$ cat src/rtl/mem_stage.sv
// Memory-access stage between EX/MEM and MEM_WB: byte/half/word loads and stores
// over a req/ack data-memory port, with load formatting, upstream stall and ack timeout.
module mem_stage #(
  parameter int unsigned ACK_TIMEOUT = 255
) (
  input  logic        enable,
  input  logic        reset,
  input  logic        valid_in,
  input  logic        mem_read_in,
  input  logic        mem_write_in,
  input  logic [1:0]  mem_size_in,
  input  logic        mem_unsigned_in,
  input  logic [1:0]  WB_control_in,
  input  logic [31:0] alu_result_in,
  input  logic [31:0] store_data_in,
  input  logic [4:0]  rw_in,
  output logic        stall_out,
  output logic        dmem_req,
  output logic        dmem_we,
  output logic [31:0] dmem_addr,
  output logic [3:0]  dmem_be,
  output logic [31:0] dmem_wdata,
  input  logic [31:0] dmem_rdata,
  input  logic        dmem_ack,
  output logic [1:0]  WB_control_out,
  output logic [31:0] data_from_mem_out,
  output logic [31:0] data_from_ALU_out,
  output logic [4:0]  rw_out,
  output logic        valid_out,
  output logic        misaligned_out,
  output logic        bus_error_out
);

  // Memory handshake: dmem_req rises on the edge after an aligned access is
  // accepted and stays high, with all bus fields frozen, until the edge after
  // the cycle in which dmem_ack is seen (or the timeout cycle).

  localparam int unsigned CNT_W = $clog2(ACK_TIMEOUT);
  localparam logic [CNT_W-1:0] CNT_LAST = CNT_W'(ACK_TIMEOUT - 1);

  localparam logic [1:0] SZ_BYTE = 2'b00;
  localparam logic [1:0] SZ_HALF = 2'b01;
  localparam logic [1:0] SZ_WORD = 2'b10;

  typedef enum logic {
    S_IDLE = 1'b0,
    S_WAIT = 1'b1
  } state_e;

  state_e            state_q,     state_d;
  logic [CNT_W-1:0]  cnt_q,       cnt_d;
  logic [31:0]       cap_alu_q,   cap_alu_d;
  logic [1:0]        cap_size_q,  cap_size_d;
  logic              cap_uns_q,   cap_uns_d;
  logic [1:0]        cap_wb_q,    cap_wb_d;
  logic [4:0]        cap_rw_q,    cap_rw_d;
  logic              req_q,       req_d;
  logic              we_q,        we_d;
  logic [31:0]       addr_q,      addr_d;
  logic [3:0]        be_q,        be_d;
  logic [31:0]       wdata_q,     wdata_d;
  logic [1:0]        wb_out_q,    wb_out_d;
  logic [31:0]       mem_out_q,   mem_out_d;
  logic [31:0]       alu_out_q,   alu_out_d;
  logic [4:0]        rw_out_q,    rw_out_d;
  logic              valid_q,     valid_d;
  logic              mis_q,       mis_d;
  logic              berr_q,      berr_d;

  logic              stall_c;
  logic              access;
  logic              misaligned;
  logic [1:0]        size_in;

  function automatic logic [1:0] norm_size(input logic [1:0] s);
    return (s == 2'b11) ? SZ_WORD : s;
  endfunction

  function automatic logic [3:0] lane_be(input logic [1:0] sz, input logic [1:0] lo);
    logic [3:0] be;
    case (sz)
      SZ_BYTE: be = 4'b1000 >> lo;
      SZ_HALF: be = lo[1] ? 4'b0011 : 4'b1100;
      default: be = 4'b1111;
    endcase
    return be;
  endfunction

  function automatic logic [31:0] lane_wdata(input logic [1:0] sz, input logic [31:0] d);
    logic [31:0] w;
    case (sz)
      SZ_BYTE: w = {4{d[7:0]}};
      SZ_HALF: w = {2{d[15:0]}};
      default: w = d;
    endcase
    return w;
  endfunction

  // Big-endian lane pick: byte offset 0 lives in the most significant lane.
  function automatic logic [31:0] fmt_load(input logic [31:0] rd, input logic [1:0] sz,
                                           input logic [1:0] lo, input logic uns);
    logic [7:0]  b;
    logic [15:0] h;
    logic [31:0] r;
    case (lo)
      2'd0:    b = rd[31:24];
      2'd1:    b = rd[23:16];
      2'd2:    b = rd[15:8];
      default: b = rd[7:0];
    endcase
    h = lo[1] ? rd[15:0] : rd[31:16];
    case (sz)
      SZ_BYTE: r = uns ? {24'b0, b} : {{24{b[7]}}, b};
      SZ_HALF: r = uns ? {16'b0, h} : {{16{h[15]}}, h};
      default: r = rd;
    endcase
    return r;
  endfunction

  always_comb begin
    size_in    = norm_size(mem_size_in);
    access     = valid_in & (mem_read_in | mem_write_in);
    misaligned = ((size_in == SZ_HALF) & alu_result_in[0]) |
                 ((size_in == SZ_WORD) & (|alu_result_in[1:0]));

    state_d    = state_q;
    cnt_d      = cnt_q;
    cap_alu_d  = cap_alu_q;
    cap_size_d = cap_size_q;
    cap_uns_d  = cap_uns_q;
    cap_wb_d   = cap_wb_q;
    cap_rw_d   = cap_rw_q;
    req_d      = req_q;
    we_d       = we_q;
    addr_d     = addr_q;
    be_d       = be_q;
    wdata_d    = wdata_q;
    wb_out_d   = wb_out_q;
    mem_out_d  = mem_out_q;
    alu_out_d  = alu_out_q;
    rw_out_d   = rw_out_q;
    valid_d    = 1'b0;
    mis_d      = 1'b0;
    berr_d     = 1'b0;
    stall_c    = 1'b0;

    case (state_q)
      S_IDLE: begin
        req_d = 1'b0;
        if (access && !misaligned) begin
          stall_c    = 1'b1;
          state_d    = S_WAIT;
          cnt_d      = '0;
          cap_alu_d  = alu_result_in;
          cap_size_d = size_in;
          cap_uns_d  = mem_unsigned_in;
          cap_wb_d   = WB_control_in;
          cap_rw_d   = rw_in;
          req_d      = 1'b1;
          we_d       = mem_write_in;
          addr_d     = {alu_result_in[31:2], 2'b00};
          be_d       = lane_be(size_in, alu_result_in[1:0]);
          wdata_d    = lane_wdata(size_in, store_data_in);
        end else begin
          // Non-access pass-through; a misaligned access retires with writeback killed.
          wb_out_d  = (access && misaligned) ? 2'b00 : WB_control_in;
          alu_out_d = alu_result_in;
          rw_out_d  = rw_in;
          mem_out_d = '0;
          valid_d   = valid_in;
          mis_d     = access && misaligned;
        end
      end
      S_WAIT: begin
        stall_c = ~(dmem_ack | (cnt_q == CNT_LAST));
        if (dmem_ack) begin
          state_d   = S_IDLE;
          req_d     = 1'b0;
          wb_out_d  = cap_wb_q;
          alu_out_d = cap_alu_q;
          rw_out_d  = cap_rw_q;
          mem_out_d = we_q ? 32'h0 : fmt_load(dmem_rdata, cap_size_q, cap_alu_q[1:0], cap_uns_q);
          valid_d   = 1'b1;
        end else if (cnt_q == CNT_LAST) begin
          state_d   = S_IDLE;
          req_d     = 1'b0;
          wb_out_d  = 2'b00;
          alu_out_d = cap_alu_q;
          rw_out_d  = cap_rw_q;
          mem_out_d = '0;
          valid_d   = 1'b1;
          berr_d    = 1'b1;
        end else begin
          cnt_d = cnt_q + 1'b1;
        end
      end
      default: state_d = S_IDLE;
    endcase
  end

  always_ff @(posedge enable) begin
    if (reset) begin
      state_q    <= S_IDLE;
      cnt_q      <= '0;
      cap_alu_q  <= '0;
      cap_size_q <= '0;
      cap_uns_q  <= 1'b0;
      cap_wb_q   <= '0;
      cap_rw_q   <= '0;
      req_q      <= 1'b0;
      we_q       <= 1'b0;
      addr_q     <= '0;
      be_q       <= '0;
      wdata_q    <= '0;
      wb_out_q   <= '0;
      mem_out_q  <= '0;
      alu_out_q  <= '0;
      rw_out_q   <= '0;
      valid_q    <= 1'b0;
      mis_q      <= 1'b0;
      berr_q     <= 1'b0;
    end else begin
      state_q    <= state_d;
      cnt_q      <= cnt_d;
      cap_alu_q  <= cap_alu_d;
      cap_size_q <= cap_size_d;
      cap_uns_q  <= cap_uns_d;
      cap_wb_q   <= cap_wb_d;
      cap_rw_q   <= cap_rw_d;
      req_q      <= req_d;
      we_q       <= we_d;
      addr_q     <= addr_d;
      be_q       <= be_d;
      wdata_q    <= wdata_d;
      wb_out_q   <= wb_out_d;
      mem_out_q  <= mem_out_d;
      alu_out_q  <= alu_out_d;
      rw_out_q   <= rw_out_d;
      valid_q    <= valid_d;
      mis_q      <= mis_d;
      berr_q     <= berr_d;
    end
  end

  assign stall_out         = stall_c & ~reset;
  assign dmem_req          = req_q;
  assign dmem_we           = we_q;
  assign dmem_addr         = addr_q;
  assign dmem_be           = be_q;
  assign dmem_wdata        = wdata_q;
  assign WB_control_out    = wb_out_q;
  assign data_from_mem_out = mem_out_q;
  assign data_from_ALU_out = alu_out_q;
  assign rw_out            = rw_out_q;
  assign valid_out         = valid_q;
  assign misaligned_out    = mis_q;
  assign bus_error_out     = berr_q;

endmodule
$ cat config.mk
export PLATFORM = sky130hd
export DESIGN_NAME = mem_stage
export DESIGN_NICKNAME = d
export VERILOG_FILES = /design/src/rtl/mem_stage.sv
export SDC_FILE = /design/constraint.sdc
export NUM_CORES = 1
export LEC_CHECK = 0
export CORE_MARGIN = 10
export CORE_UTILIZATION = 49
export DETAILED_ROUTE_END_ITERATION = 6
export GPL_TIMING_DRIVEN = 0
export HOLD_SLACK_MARGIN = 0.03
export PLACE_DENSITY = 0.9
export SLEW_MARGIN = 20
export SYNTH_ARGS = -nofsm -noshare
export SYNTH_HDL_FRONTEND = slang
export SYNTH_SLANG_ARGS = --single-unit
$ cat constraint.sdc
create_clock -name enable -period 4.4 [get_ports enable]
set_clock_uncertainty 0.05 [all_clocks]
set_input_delay 0.44 -clock enable [delete_from_list [all_inputs] [get_ports enable]]
set_output_delay 0.44 -clock enable [all_outputs]
set_load 0.02 [all_outputs]
; After elaboration in Yosys (flattened, before gate mapping)
; Index checks and enable logic that the tools add are counted.
[op_classes]
addsub = 1
n_eq_ne = 12
shift = 1
n_mux = 43
bitwise = 10
n_reduce_logical = 12
[ops]
columns = op, count
row1 = 2-to-1 mux 32 bit, 9
row2 = one-hot mux 32 bit (2 select lines), 4
row3 = 2-to-1 mux 8 bit, 3
row4 = one-hot mux 8 bit (3 select lines), 1
row5 = 2-to-1 mux 16 bit, 1
row6 = one-hot mux 8 bit (2 select lines), 1
row7 = 2-to-1 mux 5 bit, 3
row8 = 2-to-1 mux 2 bit, 5
row9 = one-hot mux 5 bit (2 select lines), 1
row10 = "adder 8 x 1 -> 8 bit, second input constant", 1
row11 = "equality test 8 bit, second input constant", 1
row12 = 2-to-1 mux 1 bit, 8
row13 = "inequality test 2 bit, second input constant", 4
row14 = one-hot mux 1 bit (2 select lines), 4
row15 = one-hot mux 4 bit (2 select lines), 1
row16 = "equality test 2 x 1 -> 1 bit, second input constant", 3
row17 = "equality test 2 bit, second input constant", 3
row18 = zero test 2 bit, 3
row19 = OR reduction 3 bit, 2
row20 = AND 1 bit, 4
row21 = 2-to-1 mux 4 bit, 1
row22 = one-hot mux 2 bit (2 select lines), 1
row23 = AND reduction 2 bit, 2
row24 = "right shift 4 x 2 -> 4 bit, first input constant", 1
row25 = other kinds (7), 12
[totals]
register_bits = 193
input_bits = 112
out_inout_bits = 145
word_cells = 98

; Longest topological paths before layout
[logic_depth]
word_depth = 10
depth_mapped = 8

; Least setup slack after synthesis
; OpenSTA, ideal clock, no wires.
[synth_path]
kind = input -> output
start = input port mem_size_in[1]
end = output port stall_out
arrival_time_ns = 1.530
path_slack_ns = 2.380
cell_stages = 5
path_cell_list = buf_2 > o21ai_1 > nand4_2 > a21oi_2 > buf_2
[synth_between]
elab_chain_cells = 10
word_cells_on_any_way = 12
[synth_rtl]
columns = element, line
row1 = start: declaration, 11  ; input logic [1:0] mem_size_in,
row2 = equality test 2 bit, 76  ; return (s == 2'b11) ? SZ_WORD : s;
row3 = 2-to-1 mux 2 bit *, 76
row4 = equality test 2 x 1 -> 1 bit or equality test 2 bit (tied branches), "123, 124"
row5 = AND 1 bit (on tied branches), "123, 124"
row6 = bitwise OR 1 bit *, 123  ; misaligned = ((size_in == SZ_HALF) & alu_result_in[0]) |
row7 = zero test 1 bit *, 150  ; if (access && !misaligned) begin
row8 = logical AND 1 bit *, 150
row9 = 2-to-1 mux 1 bit *, 150
row10 = one-hot mux 1 bit (2 select lines) *, 147  ; case (state_q)
row11 = AND 1 bit *, 245  ; assign stall_out = stall_c & ~reset;
row12 = end: declaration, 17  ; output logic stall_out,
; Mark *: on every way between the ends. The rest lies on a longest branch, timed or not.

; Worst setup path after layout
[layout_path]
start = input port alu_result_in[0]
end = output port stall_out
[layout_between]
elab_chain_cells = 8
word_cells_on_any_way = 9
[layout_rtl]
columns = element, line
row1 = start: declaration, 14  ; input logic [31:0] alu_result_in,
row2 = OR reduction 2 bit, 124  ; ((size_in == SZ_WORD) & (|alu_result_in[1:0]));
row3 = AND 1 bit, 124
row4 = bitwise OR 1 bit *, 123
row5 = zero test 1 bit *, 150
row6 = logical AND 1 bit *, 150
row7 = 2-to-1 mux 1 bit *, 150
row8 = one-hot mux 1 bit (2 select lines) *, 147
row9 = AND 1 bit *, 245
; Marks and branches as above.

==> metrics.log <==
[metrics] outcome: finished, final reports clean
[metrics] Synth cell types: between 50 and 60
[metrics] number of pins exceeding their max-slew limit in the final report: 0
[metrics] top cell type's share of synthesized area: 44.3%
[metrics] Detailed Place HPWL: 19.3 mm
[metrics] Post-layout nets: 1212
[metrics] clock tree from TritonCTS: done
[metrics] number of vias after detailed routing: 7401
[metrics] placed instance count: 1263
[metrics] area growth from synthesis to layout: 45.5%
[metrics] global-route usage over all layers: about a quarter
[metrics] Post-Syn Area per Cell: 8.91 µm²
[metrics] post-CTS setup buffer count: 0
[metrics] buffers from clock root to sink, at most: 2
[metrics] kind of capture point of the worst setup path: output pin
[metrics] vias in the first global route: 7347
[metrics] Min-Delay Startpoint: dmem_wdata[29]
[metrics] setup repair after global routing missed its margin: no
[metrics] total power divided by cell area: 361 mW/mm²
[metrics] Post-CTS Hold Buffers: 0
[metrics] slowest cell on the critical path: sky130_fd_sc_hd__clkdlybuf4s50_1
[metrics] Resized Gates After CTS: 0
[metrics] total of max-cap violations: 0
[metrics] cells taking the most area after synthesis: sky130_fd_sc_hd__dfxtp_1 44%, sky130_fd_sc_hd__mux2i_1 9.8%, sky130_fd_sc_hd__a21oi_1 8.6%, sky130_fd_sc_hd__nand2_1 6.6%, sky130_fd_sc_hd__a211oi_1 4.9%
[metrics] GR Overflow Total: 0
[metrics] chip height: between 100 and 150 µm
[metrics] LEAKAGE: 3.91 nW
[metrics] quantity of I/O buffers inserted on ports: 252
[metrics] final setup fails: 0
[metrics] number of sinks on the clock net: 163
[metrics] share of cells above drive strength 1: 10.2%
[metrics] mean routed wirelength per cell: 20.1 µm
[metrics] Final Cycle Share: 81.5%
[metrics] starting density of the core: approximately 50%
[metrics] Max Fclk: 0.279 GHz
[metrics] Post-Synthesis Cells: 826
[metrics] Largest stage delay, worst path: 0.65 ns
[metrics] I/O Pins: 257
[metrics] aggregate routed wire length: 26.0 mm
[metrics] most area-hungry cell type in the Yosys netlist: sky130_fd_sc_hd__dfxtp_1
[metrics] cts bufs inserted: 17
[metrics] most frequent cells in the layout: 252 x sky130_fd_sc_hd__clkdlybuf4s50_1, 163 x sky130_fd_sc_hd__dfxtp_1, 130 x sky130_fd_sc_hd__nand2_1
[metrics] sequential fraction of the synthesis area: between 40% and 50%
[metrics] leading cell type in the layout, fill and taps excluded: sky130_fd_sc_hd__clkdlybuf4s50_1
[metrics] post-route non-filler standard cell count: 1296
[metrics] flip-flop and latch count after synthesis: approximately 160
[metrics] summed instance area of the synthesized netlist: ~0.0074 mm²
[metrics] Tightest Hold Check Type: reg2reg
[metrics] Data required, critical path: 3.91 ns
[metrics] setup TNS: 0 ns
[metrics] total number of placement rows: 44
[metrics] final instance area: 0.0107 mm²
[metrics] DRC violations left: 0
[metrics] share of synthesized flip-flops with an asynchronous set or reset: 0%
[metrics] instance area after placement: 0.0101 mm²
[metrics] reg2reg start: state_q
[metrics] Peak VDD IR: between 0.2 and 0.3 mV
[metrics] highest fanout seen on the critical path: 10
[metrics] Cells on Worst Hold Path: 2
[metrics] die area: between 0.02 and 0.025 mm²
[metrics] clock latency reported for the late side of the worst-skew pair: about 0.43 ns
[metrics] reg2reg path depth: 7
[metrics] data arrival time of the worst path: slightly above 3 ns
[metrics] drt first pass iters: 5
[metrics] clock transition at the registers of the reported paths: about 0.06 ns
[metrics] time the worst path needs with I/O delays and setup: 3.59 ns
[metrics] EDFF count, synth: 0
[metrics] first-pass GRT wire length: between 30 and 40 mm
[metrics] total power after layout: between 0.003 and 0.004 W
[metrics] depth of the CTS H-tree: 4
[metrics] pin slew with the least headroom to its limit: 0.772 ns
[metrics] Worst setup SP type: primary input
[metrics] worst max-slew margin expressed relative to the limit: between 40% and 50%
[metrics] placer congestion estimate: around 0.9
[metrics] pin count of the biggest net entering global routing: 17
[metrics] most frequent cell on the critical path: sky130_fd_sc_hd__clkdlybuf4s50_1
[metrics] Worst setup startpoint: alu_result_in[0]
[metrics] crit path kind: in2out
[metrics] final hold vios: 0
[metrics] core region area: 0.0146 mm²
[metrics] Main synth FF type: sky130_fd_sc_hd__dfxtp_1
[metrics] sequence of cells on the critical path: clkdlybuf4s50_1 -> o21ai_1 -> nand4_2 -> a21oi_2 -> buf_2 -> clkdlybuf4s50_1
[metrics] average vias per placed instance: 5.71
[metrics] number of nets still failing antenna checks after routing: 0
[metrics] Synth warnings: 0
[metrics] CTS Root Cell: sky130_fd_sc_hd__clkbuf_16
[metrics] antenna violations before repair: 0
[metrics] chip width: 143 µm
[metrics] DR iter-0 viols: 502
## report_power, final
part / internal, W / total (W) / switching (W) / leakage [nW]
sequential: 0.00156 / 0.00161 / 0.0000485 / 1.33
clock: 0.000869 / 0.00147 / 0.000601 / 0.278
combinational: 0.000368 / 0.000788 / 0.000420 / 2.30
total: 0.00280 / 0.00387 / 0.00107 / 3.91
## cells in the mapped netlist, drive strengths merged (3+ instances only)
master   instances
a211oi          58
nand3            4
nor3             4
nor2            28
nand2          130
o2bb2ai         28
a21boi           4
or3              4
mux2             6
inv              8
o211ai           8
buf             60
a32o             4
nand2b          11
o21a             4
clkbuf          44
mux2i           72
o21ai           19
a21oi          128
or2              5
dfxtp          163
and2             4
nand4            3
## state kept, by name, indices dropped and copies added, names as in the netlist, 2 cells and up
| name | count |
|---|---|
| dmem_be | 4 |
| dmem_wdata | 32 |
| cap_size_q | 2 |
| cap_alu_q | 32 |
| cap_rw_q | 5 |
| WB_control_out | 2 |
| data_from_mem_out | 32 |
| data_from_ALU_out | 32 |
| rw_out | 5 |
| cap_wb_q | 2 |
| cnt_q | 8 |
## per-stage QoR
| stage | worst slack, ns | hold slack [ns] | util (%) |
|---|---|---|---|
| floorplan | 2.38 | 0.386 | - |
| global placement | 0.809 | 0.391 | 69.1 |
| detailed placement | 0.798 | 0.396 | 69.1 |
| CTS | 0.788 | 0.404 | 73.1 |
| global route | 0.640 | 0.416 | 73.1 |
| finish | 0.813 | 0.403 | 73.1 |
## worst max-delay path, delay by kind of cell
family / cells / cell delay [ns]
buffers and inverters: 3 / 1.58
AOI/OAI and AO/OA: 2 / 0.72
and+or+nand+nor: 1 / 0.34
## path summary, 6_finish.rpt
path | slack [ns] | end
max | 0.81 | stall_out
min | 0.40 | dmem_wdata[29]
max reg2reg | 2.25 | cap_alu_q[10]
min reg2reg | 0.40 | dmem_wdata[29]
## cell families (layout without fill, tap and decap cells)
logic type / count (synthesis) / after routing / synth area share, %
other: 1 / 4 / 0.0510
AND/OR/NAND/NOR: 197 / 197 / 11.4
flip-flops: 163 / 163 / 44.3
AO/OA/AOI/OAI: 271 / 271 / 24.4
adder cells (fa/ha/maj): 2 / 2 / 0.340
buffers and inverters: 113 / 396 / 8.42
multiplexers: 79 / 79 / 11.0
## layout make-up
type / count / area, µm²
flip-flops and latches: 163 / 3260
fillers: 1053 / 3940
multi-input cells: 551 / 3480
plain buffers: 104 / 586
clock buffers: 25 / 515
clock inverters: 6 / 70.1
well taps: 184 / 230
diodes: 2 / 5.00
repair buffers: 252 / 2520
inverters: 9 / 33.8
## layer usage
layer	up-vias	routed length, µm	global-route usage [%]
li1	3466	-	-
met1	3555	10400	28.8
met2	320	12300	39.7
met3	60	2530	9.18
met4	0	826	10.6
met5	-	0	0
Note: power is estimated with default switching activity, not from simulation.
